[src/rtl/mul4_fitness_sequencer.sv]
// rtl/mul4_fitness_sequencer.sv - drives test vectors into a mul4 candidate and scores its outputs
// Exhaustive vector 0, then LFSR-derived vectors; reports the matching-bit count via a done pulse.
module mul4_fitness_sequencer #(
  parameter int LANES   = 16,
  parameter int NUM_VEC = 16,
  parameter int FIT_W   = $clog2(NUM_VEC*4*LANES+1)
) (
  input  logic             clk,
  input  logic             rst_n,
  input  logic             start,
  input  logic             abort,
  input  logic [15:0]      seed,
  output logic             busy,
  output logic             done,
  output logic [FIT_W-1:0] fitness,
  output logic             perfect,
  output logic [LANES-1:0] cand_a1,
  output logic [LANES-1:0] cand_a0,
  output logic [LANES-1:0] cand_b1,
  output logic [LANES-1:0] cand_b0,
  input  logic [LANES-1:0] cand_y3,
  input  logic [LANES-1:0] cand_y2,
  input  logic [LANES-1:0] cand_y1,
  input  logic [LANES-1:0] cand_y0
);

  localparam int SCORE_W = $clog2(4*LANES+1);
  localparam int VC_W    = (NUM_VEC > 1) ? $clog2(NUM_VEC) : 1;
  localparam logic [FIT_W-1:0] MAX_FIT      = FIT_W'(NUM_VEC*4*LANES);
  localparam logic [VC_W-1:0]  LAST_VEC     = VC_W'(NUM_VEC-1);
  localparam logic [15:0]      DEFAULT_SEED = 16'hACE1;

  typedef enum logic [1:0] {
    S_IDLE = 2'd0,
    S_RUN  = 2'd1,
    S_DONE = 2'd2
  } state_e;

  state_e             state_q, state_d;
  logic [FIT_W-1:0]   acc_q, acc_d;
  logic [FIT_W-1:0]   fitness_q, fitness_d;
  logic               perfect_q, perfect_d;
  logic [VC_W-1:0]    vec_cnt_q, vec_cnt_d;
  logic [15:0]        lfsr_q, lfsr_d;
  logic [LANES-1:0]   a1_q, a1_d, a0_q, a0_d, b1_q, b1_d, b0_q, b0_d;

  logic [SCORE_W-1:0] score;
  logic [FIT_W-1:0]   acc_sum;
  logic [15:0]        lfsr_next;

  // Taps 16,14,13,11 map to bits 15,13,12,10; shift left with feedback into bit 0.
  function automatic logic [15:0] lfsr_step(input logic [15:0] l);
    return {l[14:0], l[15] ^ l[13] ^ l[12] ^ l[10]};
  endfunction

  function automatic logic [15:0] bitrev16(input logic [15:0] l);
    logic [15:0] r;
    for (int i = 0; i < 16; i++) r[i] = l[4'(15 - i)];
    return r;
  endfunction

  // Lane j takes bit (j mod 16): replicates for wide slices, truncates for narrow ones.
  function automatic logic [LANES-1:0] spread(input logic [15:0] w);
    logic [LANES-1:0] r;
    for (int j = 0; j < LANES; j++) r[j] = w[4'(j)];
    return r;
  endfunction

  // Exhaustive pattern: bit b of the lane index (mod 16).
  function automatic logic [LANES-1:0] lane_idx_bit(input int b);
    logic [LANES-1:0] r;
    logic [3:0]       jj;
    for (int j = 0; j < LANES; j++) begin
      jj   = 4'(j);
      r[j] = jj[b];
    end
    return r;
  endfunction

  always_comb begin
    logic [3:0] ga, gb, g, y, m;
    score = '0;
    for (int j = 0; j < LANES; j++) begin
      ga    = {2'b00, a1_q[j], a0_q[j]};
      gb    = {2'b00, b1_q[j], b0_q[j]};
      g     = ga * gb;
      y     = {cand_y3[j], cand_y2[j], cand_y1[j], cand_y0[j]};
      m     = ~(y ^ g);
      score = score + SCORE_W'($countones(m));
    end
  end

  assign acc_sum   = acc_q + FIT_W'(score);
  assign lfsr_next = lfsr_step(lfsr_q);

  always_comb begin
    state_d   = state_q;
    acc_d     = acc_q;
    fitness_d = fitness_q;
    perfect_d = perfect_q;
    vec_cnt_d = vec_cnt_q;
    lfsr_d    = lfsr_q;
    a1_d      = a1_q;
    a0_d      = a0_q;
    b1_d      = b1_q;
    b0_d      = b0_q;
    case (state_q)
      S_IDLE: begin
        if (start && !abort) begin
          state_d   = S_RUN;
          acc_d     = '0;
          vec_cnt_d = '0;
          fitness_d = '0;
          perfect_d = 1'b0;
          lfsr_d    = (seed == 16'h0000) ? DEFAULT_SEED : seed;
          a1_d      = lane_idx_bit(3);
          a0_d      = lane_idx_bit(2);
          b1_d      = lane_idx_bit(1);
          b0_d      = lane_idx_bit(0);
        end
      end
      S_RUN: begin
        if (abort) begin
          state_d = S_IDLE;
          a1_d    = '0;
          a0_d    = '0;
          b1_d    = '0;
          b0_d    = '0;
        end else begin
          acc_d     = acc_sum;
          lfsr_d    = lfsr_next;
          vec_cnt_d = vec_cnt_q + 1'b1;
          if (vec_cnt_q == LAST_VEC) begin
            state_d   = S_DONE;
            fitness_d = acc_sum;
            perfect_d = (acc_sum == MAX_FIT);
            a1_d      = '0;
            a0_d      = '0;
            b1_d      = '0;
            b0_d      = '0;
          end else begin
            a0_d = spread(lfsr_next);
            a1_d = spread(bitrev16(lfsr_next));
            b0_d = spread({lfsr_next[10:0], lfsr_next[15:11]});
            b1_d = spread(~{lfsr_next[4:0], lfsr_next[15:5]});
          end
        end
      end
      S_DONE:  state_d = S_IDLE;
      default: state_d = S_IDLE;
    endcase
  end

  always_ff @(posedge clk or negedge rst_n) begin
    if (!rst_n) begin
      state_q   <= S_IDLE;
      acc_q     <= '0;
      fitness_q <= '0;
      perfect_q <= 1'b0;
      vec_cnt_q <= '0;
      lfsr_q    <= '0;
      a1_q      <= '0;
      a0_q      <= '0;
      b1_q      <= '0;
      b0_q      <= '0;
    end else begin
      state_q   <= state_d;
      acc_q     <= acc_d;
      fitness_q <= fitness_d;
      perfect_q <= perfect_d;
      vec_cnt_q <= vec_cnt_d;
      lfsr_q    <= lfsr_d;
      a1_q      <= a1_d;
      a0_q      <= a0_d;
      b1_q      <= b1_d;
      b0_q      <= b0_d;
    end
  end

  assign busy    = (state_q == S_RUN);
  assign done    = (state_q == S_DONE);
  assign fitness = fitness_q;
  assign perfect = perfect_q;
  assign cand_a1 = a1_q;
  assign cand_a0 = a0_q;
  assign cand_b1 = b1_q;
  assign cand_b0 = b0_q;

endmodule
[config.mk]
export PLATFORM = sky130hd
export DESIGN_NAME = mul4_fitness_sequencer
export DESIGN_NICKNAME = d
export VERILOG_FILES = /design/src/rtl/mul4_fitness_sequencer.sv
export SDC_FILE = /design/constraint.sdc
export NUM_CORES = 1
export LEC_CHECK = 0
export CORE_UTILIZATION = 30
export DETAILED_ROUTE_END_ITERATION = 8
export GPL_TIMING_DRIVEN = 0
export PLACE_DENSITY_LB_ADDON = 0.08
export SYNTH_ARGS = -nofsm -noshare
export SYNTH_HDL_FRONTEND = slang
export SYNTH_SLANG_ARGS = --single-unit
[constraint.sdc]
create_clock -name clk -period 10.5 [get_ports clk]
set_input_delay 2.1 -clock clk [delete_from_list [all_inputs] [get_ports clk]]
set_output_delay 2.1 -clock clk [all_outputs]
set_load 0.03 [all_outputs]
Word level (Yosys, flattened, before mapping)

Index checks and enable logic that the tools add are counted.

Bits in registers: 109
Latch bits: 0
Memory bits (writable): 0
Bits in read-only memories: 0
Output and inout port bits: 78
Word-level logic and storage cells: 181
Memories kept: 0

Add/sub/neg operators: 65
Multipliers: 16
Div/mod/pow operators: 0
Magnitude comparators: 0
Equal/unequal tests: 8
Shifts and indexed selects: 0
Multiplexer cells: 37
Bitwise operators: 36
Reductions and logical operators: 9

Operators with widths:

| operator                                                       | number |
|---|---|
| 16-bit 2-to-1 mux                                              | 15 |
| 16-bit one-hot mux with 2 select lines                         | 5 |
| 7-bit by 3-bit adder with 7-bit output                         | 11 |
| 1-bit by 1-bit adder with 2-bit output                         | 32 |
| 2-bit by 2-bit multiplier with 4-bit output                    | 16 |
| 4-bit inverter                                                 | 16 |
| 4-bit XOR                                                      | 16 |
| 2-bit by 2-bit adder with 3-bit output                         | 16 |
| 11-bit 2-to-1 mux                                              | 4 |
| 11-bit one-hot mux with 2 select lines                         | 2 |
| 16-bit logical NOT                                             | 1 |
| 11-bit by 7-bit adder with 11-bit output                       | 1 |
| 11-bit equality test (second input constant)                   | 1 |
| 4-bit 2-to-1 mux                                               | 2 |
| 8-bit inverter                                                 | 1 |
| 4-bit one-hot mux with 2 select lines                          | 1 |
| 6-bit by 3-bit adder with 7-bit output                         | 1 |
| 5-bit by 3-bit adder with 6-bit output                         | 1 |
| 2-bit 2-to-1 mux                                               | 3 |
| 4-bit by 3-bit adder with 5-bit output                         | 1 |
| 3-bit by 3-bit adder with 4-bit output                         | 1 |
| 4-bit by 1-bit adder with 4-bit output (second input constant) | 1 |
| 4-bit equality test (second input constant)                    | 1 |
| 2-bit != test (second input constant)                          | 2 |
| other kinds (15)                                               | 20 |

Logic depth before layout (Yosys ltp)

Gate-level depths: netlist (run 1).

Depth in word-level cells: 25
Gate-level depth with buffers: 27
Mapped depth without buffers: 26

Least setup slack after synthesis (run 1)

Ideal clock, no wire load.

Path type: input-to-reg
Start point: in cand_y0[0]
End point: reg perfect_q (netlist: perfect)
Setup time: 123 ps
Arrival: 8174 ps
Path slack: 2203 ps
Stages: 24
Buffers on the path: 0
Cell sequence: xor2_1 > fa_1 > inv_1 > fa_1 > fa_1 > inv_1 > fa_1 > inv_1 > fa_1 > inv_1 > fa_1 > fa_1 > inv_1 > fa_1 > inv_1 > fa_1 > inv_1 > fa_1 > nor2b_2 > o2111ai_1 > nand4_1 > and4_1 > o21ai_0 > o21ai_1

Cells in the longest elaborated chain, start to end: 24

RTL lines:

| item                                                         | RTL line | RTL |
|---|---|---|
| start, declared                                              | 24       | `input logic [LANES-1:0] cand_y0` |
| 4-bit XOR                                                    | 88       | `m = ~(y ^ g);` |
| 4-bit inverter                                               | 88       |  |
| 1-bit by 1-bit adder with 2-bit output (implied by the code) | 89       | `score = score + SCORE_W'($countones(m));` |
| 2-bit by 2-bit adder with 3-bit output (implied by the code) | 89       |  |
| 3-bit by 3-bit adder with 4-bit output                       | 89       |  |
| 4-bit by 3-bit adder with 5-bit output                       | 89       |  |
| 5-bit by 3-bit adder with 6-bit output                       | 89       |  |
| 6-bit by 3-bit adder with 7-bit output                       | 89       |  |
| 7-bit by 3-bit adder with 7-bit output (11 in series)        | 89       |  |
| 11-bit by 7-bit adder with 11-bit output                     | 93       | `assign acc_sum = acc_q + FIT_W'(score);` |
| 11-bit equality test                                         | 136      | `perfect_d = (acc_sum == MAX_FIT);` |
| 1-bit 2-to-1 mux                                             | 133      | `if (vec_cnt_q == LAST_VEC) begin` |
| 1-bit 2-to-1 mux                                             | 123      | `if (abort) begin` |
| 1-bit one-hot mux with 2 select lines                        | 107      | `case (state_q)` |
| end signal, assigned                                         | 170      | `perfect_q <= perfect_d;` |
| end, declared                                                | 42       | `logic perfect_q, perfect_d;` |

No other way between the ends. The select of a mux whose other input is x is not followed.
A chain may end at the register's enable or synchronous reset.

Worst setup path after layout (run 1)

Same ends and word-level chain as after synthesis.

==> impl_metrics.py, run 1 <==
metrics = {
    "route": {
        "num_vias": 4545,
        "drcViolationCount": 0,
        "ant_nets": 0,
        "drt_pass1_iterations": 6,
        "via_per_inst": 4.509,
        "wl_um": 16160,
        "avgRoutedWirePerCell_um": 16.03,
        "drt_iter0_markers": 237,
    },
    "worst_setup_path": {
        "ff2ff_setup_slack_ns": 2.17,
        "crit_required_ns": 10.71,
        "cp_slowest_cell": "fa_1",
        "crit_type": "in2reg",
        "cp-end-kind": "flip-flop",
        "worstSetupStartpointType": "primary input",
        "cp_slowest_stage_delay_ns": 0.55,
        "crit_path_frequent_cell": "fa_1",
        "crit_arrival_ns": 9.21,
        "worst-path-max-fanout": 5,
    },
    "sta": {
        "hold_viol_final": 0,
        "drv_slew": 0,
        "period_needed_ns": 9.001,
        "finClkSkew_ns": 0.005992,
        "fmax_mhz": 111.1,
        "setup_viol": 0,
        "slew_headroom_pct": 38.85,
        "worstMarginPinSlew_ns": 0.9172,
        "setup_tns_ns": 0,
        "period_share_pct": 85.72,
        "rsz0062_at_grt": "no",
    },
    "job": {
        "maxCapViolCount": 0,
    },
    "yosys": {
        "synth_cell_types": 52,
        "syn_inst": 598,
        "ys_async_sr_fraction_pct": 100.0,
        "synth_ff_type": "dfrtp_1",
        "yosysMostFrequentCell": "inv_1",
        "netlist_top_cells_count": "79 x inv_1, 76 x nand2_1, 69 x dfrtp_1",
        "yosysWarningCount": 0,
        "syn_avg_cell_area_sq_um": 9.545,
        "synth_top_cell_area_share_pct": 30.25,
        "synth_seq_cells": 69,
        "seq_area_frac_synth_pct": 30.25,
        "synth_edf_count": 0,
        "synth_top_cells_by_area": "dfrtp_1 30%, fa_1 20%, ha_1 7.2%",
        "synth.largest_area_cell": "dfrtp_1",
        "syn_area_sq_mm": 0.005708,
    },
    "cts": {
        "cts_setup_buffers": 0,
        "clk_latency_ns": 0.33,
        "clockRootBuffer": "clkbuf_16",
        "clkSlewWorstSetupHoldPaths_ns": 0.06,
        "numCtsBuffers": 9,
        "cts_sinks": 69,
        "htree_levels": 3,
        "cts_tree": "yes",
        "cts_hold_buffers": 0,
        "cts_resized": 0,
        "clockBufferDepth": 2,
    },
    "global_route": {
        "grt-ovfl-total": 0,
        "grt_pass1_wl_um": 25930,
        "grt_max_degree": 70,
        "grt_pass1_vias": 4687,
        "grt_use_total_pct": 17.29,
        "grt_antenna_before_repair": 0,
    },
    "cells_and_area": {
        "areaGrowthSynthToFinish_pct": 36.34,
        "diodes": 0,
        "final_nets": 942,
        "drive_above_1_share_pct": 9.044,
        "utilization_pct": 41.61,
    },
    "die": {
        "die_h_um": 139.9,
        "fp.dieW_um": 139.9,
        "initial_core_util_pct": 30.52,
        "ios": 162,
        "core_sq_mm": 0.01871,
        "die_area_sq_mm": 0.01958,
        "row_count": 50,
    },
    "status": {
        "outcome": "completed",
    },
    "placement": {
        "gp_congestion": 0.8240,
        "portBuffers": 137,
        "hpwlAfterDp_um": 13290,
    },
    "hold_path": {
        "hp-class": "reg2reg",
    },
}
-- state kept, by name (all words and copies together) (netlist names) --
signal	cells
perfect	1
acc_q	11
cand_a1	1
cand_a0	8
vec_cnt_q	4
cand_b1	8
fitness	11
lfsr_q	16
state_q	2
cand_b0	7
-- cell usage in the layout, fill, tap and decap left out, types with 4 or more instances in the layout --
| cell | n |
|---|---|
| a21oi_1 | 12 |
| a22o_1 | 7 |
| a22oi_1 | 5 |
| buf_1 | 4 |
| buf_2 | 4 |
| buf_4 | 41 |
| clkbuf_1 | 13 |
| clkbuf_16 | 9 |
| clkdlybuf4s50_1 | 136 |
| conb_1 | 25 |
| dfrtp_1 | 69 |
| fa_1 | 56 |
| ha_1 | 33 |
| inv_1 | 79 |
| nand2_1 | 76 |
| nand2b_1 | 4 |
| nand4_1 | 4 |
| nor2_1 | 27 |
| nor4_1 | 4 |
| o21a_1 | 6 |
| o21ai_0 | 45 |
| o22ai_1 | 9 |
| o31ai_1 | 10 |
| xnor2_1 | 21 |
| xor2_1 | 20 |
-- metal layers --
| metal | GRT usage [%] | routed length [um] | vias up |
|---|---|---|---|
| met4 | 2.429 | 130 | 0 |
| met2 | 27.13 | 7430 | 142 |
| met3 | 3.658 | 765 | 13 |
| li1 | - | - | 2215 |
| met1 | 24.95 | 7835 | 2175 |
| met5 | 0 | 0 | - |
-- logic make-up (layout without fill, tap and decap cells) --
logic type               after synthesis  after routing  share of synthesized area [%]
adder cells (fa/ha/maj)               89             89                          26.87
flip-flops                            69             69                          30.25
other                                  2             25                         0.1316
AO/OA/AOI/OAI                        111            111                          12.25
multiplexers                           4              4                         0.7234
buffers and inverters                141            294                          12.12
XOR/XNOR                              41             41                          6.291
AND/OR/NAND/NOR                      141            141                          11.35
-- worst max-delay path, delay by kind of cell --
kind,cells,cell delay (ns)
AO/OA/AOI/OAI,3,0.70
XOR/XNOR,1,0.29
adder cells (fa/ha/maj),10,4.67
buffers and inverters,8,0.91
AND/OR/NAND/NOR,3,0.52
-- worst paths after layout --
| check | startpoint | end | depth (start not counted) |
|---|---|---|---|
| max in group asynchronous | rst_n | acc_q[1]$_DFFE_PN0P_ | 1 |
| worst min-delay path | acc_q[1]$_DFFE_PN0P_ | acc_q[1]$_DFFE_PN0P_ | 2 |
| min in group asynchronous | rst_n | cand_b0[5]$_DFFE_PN0P_ | 1 |
| worst min register to register | acc_q[1]$_DFFE_PN0P_ | acc_q[1]$_DFFE_PN0P_ | 2 |
| worst max-delay path | cand_y0[0] | perfect$_DFFE_PN0P_ | 25 |
| worst max register to register | cand_a1[14]$_DFFE_PN0P_ | perfect$_DFFE_PN0P_ | 25 |
-- layout make-up --
class | count | area, sq um
Buffer | 61 | 391.6
Clock buffer | 11 | 242.7
Clock inverter | 5 | 83.83
Fill cell | 1868 | 10920
Inverter | 80 | 300.3
Multi-Input combinational cell | 411 | 3376
Sequential cell | 69 | 1727
Tap cell | 234 | 292.8
Timing Repair Buffer | 137 | 1369
-- per-stage QoR --
| step | hold slack (ns) | std cells | worst slack (ns) | area [sq um] |
|---|---|---|---|---|
| 3_3_place_gp | 0.4736 | 992 | 1.176 | 7458 |
| 6_report | 0.4843 | 1008 | 1.499 | 7782 |
| 4_1_cts | 0.4919 | 1008 | 1.457 | 7782 |
| 3_5_place_dp | 0.4739 | 992 | 1.147 | 7456 |
| 2_1_floorplan | 0.4551 | 621 | 2.203 | 5794 |
| 5_1_grt | 0.5170 | 1008 | 1.180 | 7782 |
Power of run 1 is not shown: default switching activity piles up to over one toggle a cycle in this logic, so the estimate is an artifact.
==> inputs of run 2 (changes only) <==
Clock period 10.5 ns to 10.8 ns, I/O delays scaled along.
==> results of run 2 <==
Same layout as run 1 (identical final DEF). Status: completed.
Main changes from that run: setup slack after placement 1.147 ns -> 1.387 ns; setup slack after layout 1.499 ns -> 1.739 ns; register-to-register setup slack 2.17 ns -> 2.47 ns
Power of run 2 is left out for the same reason.
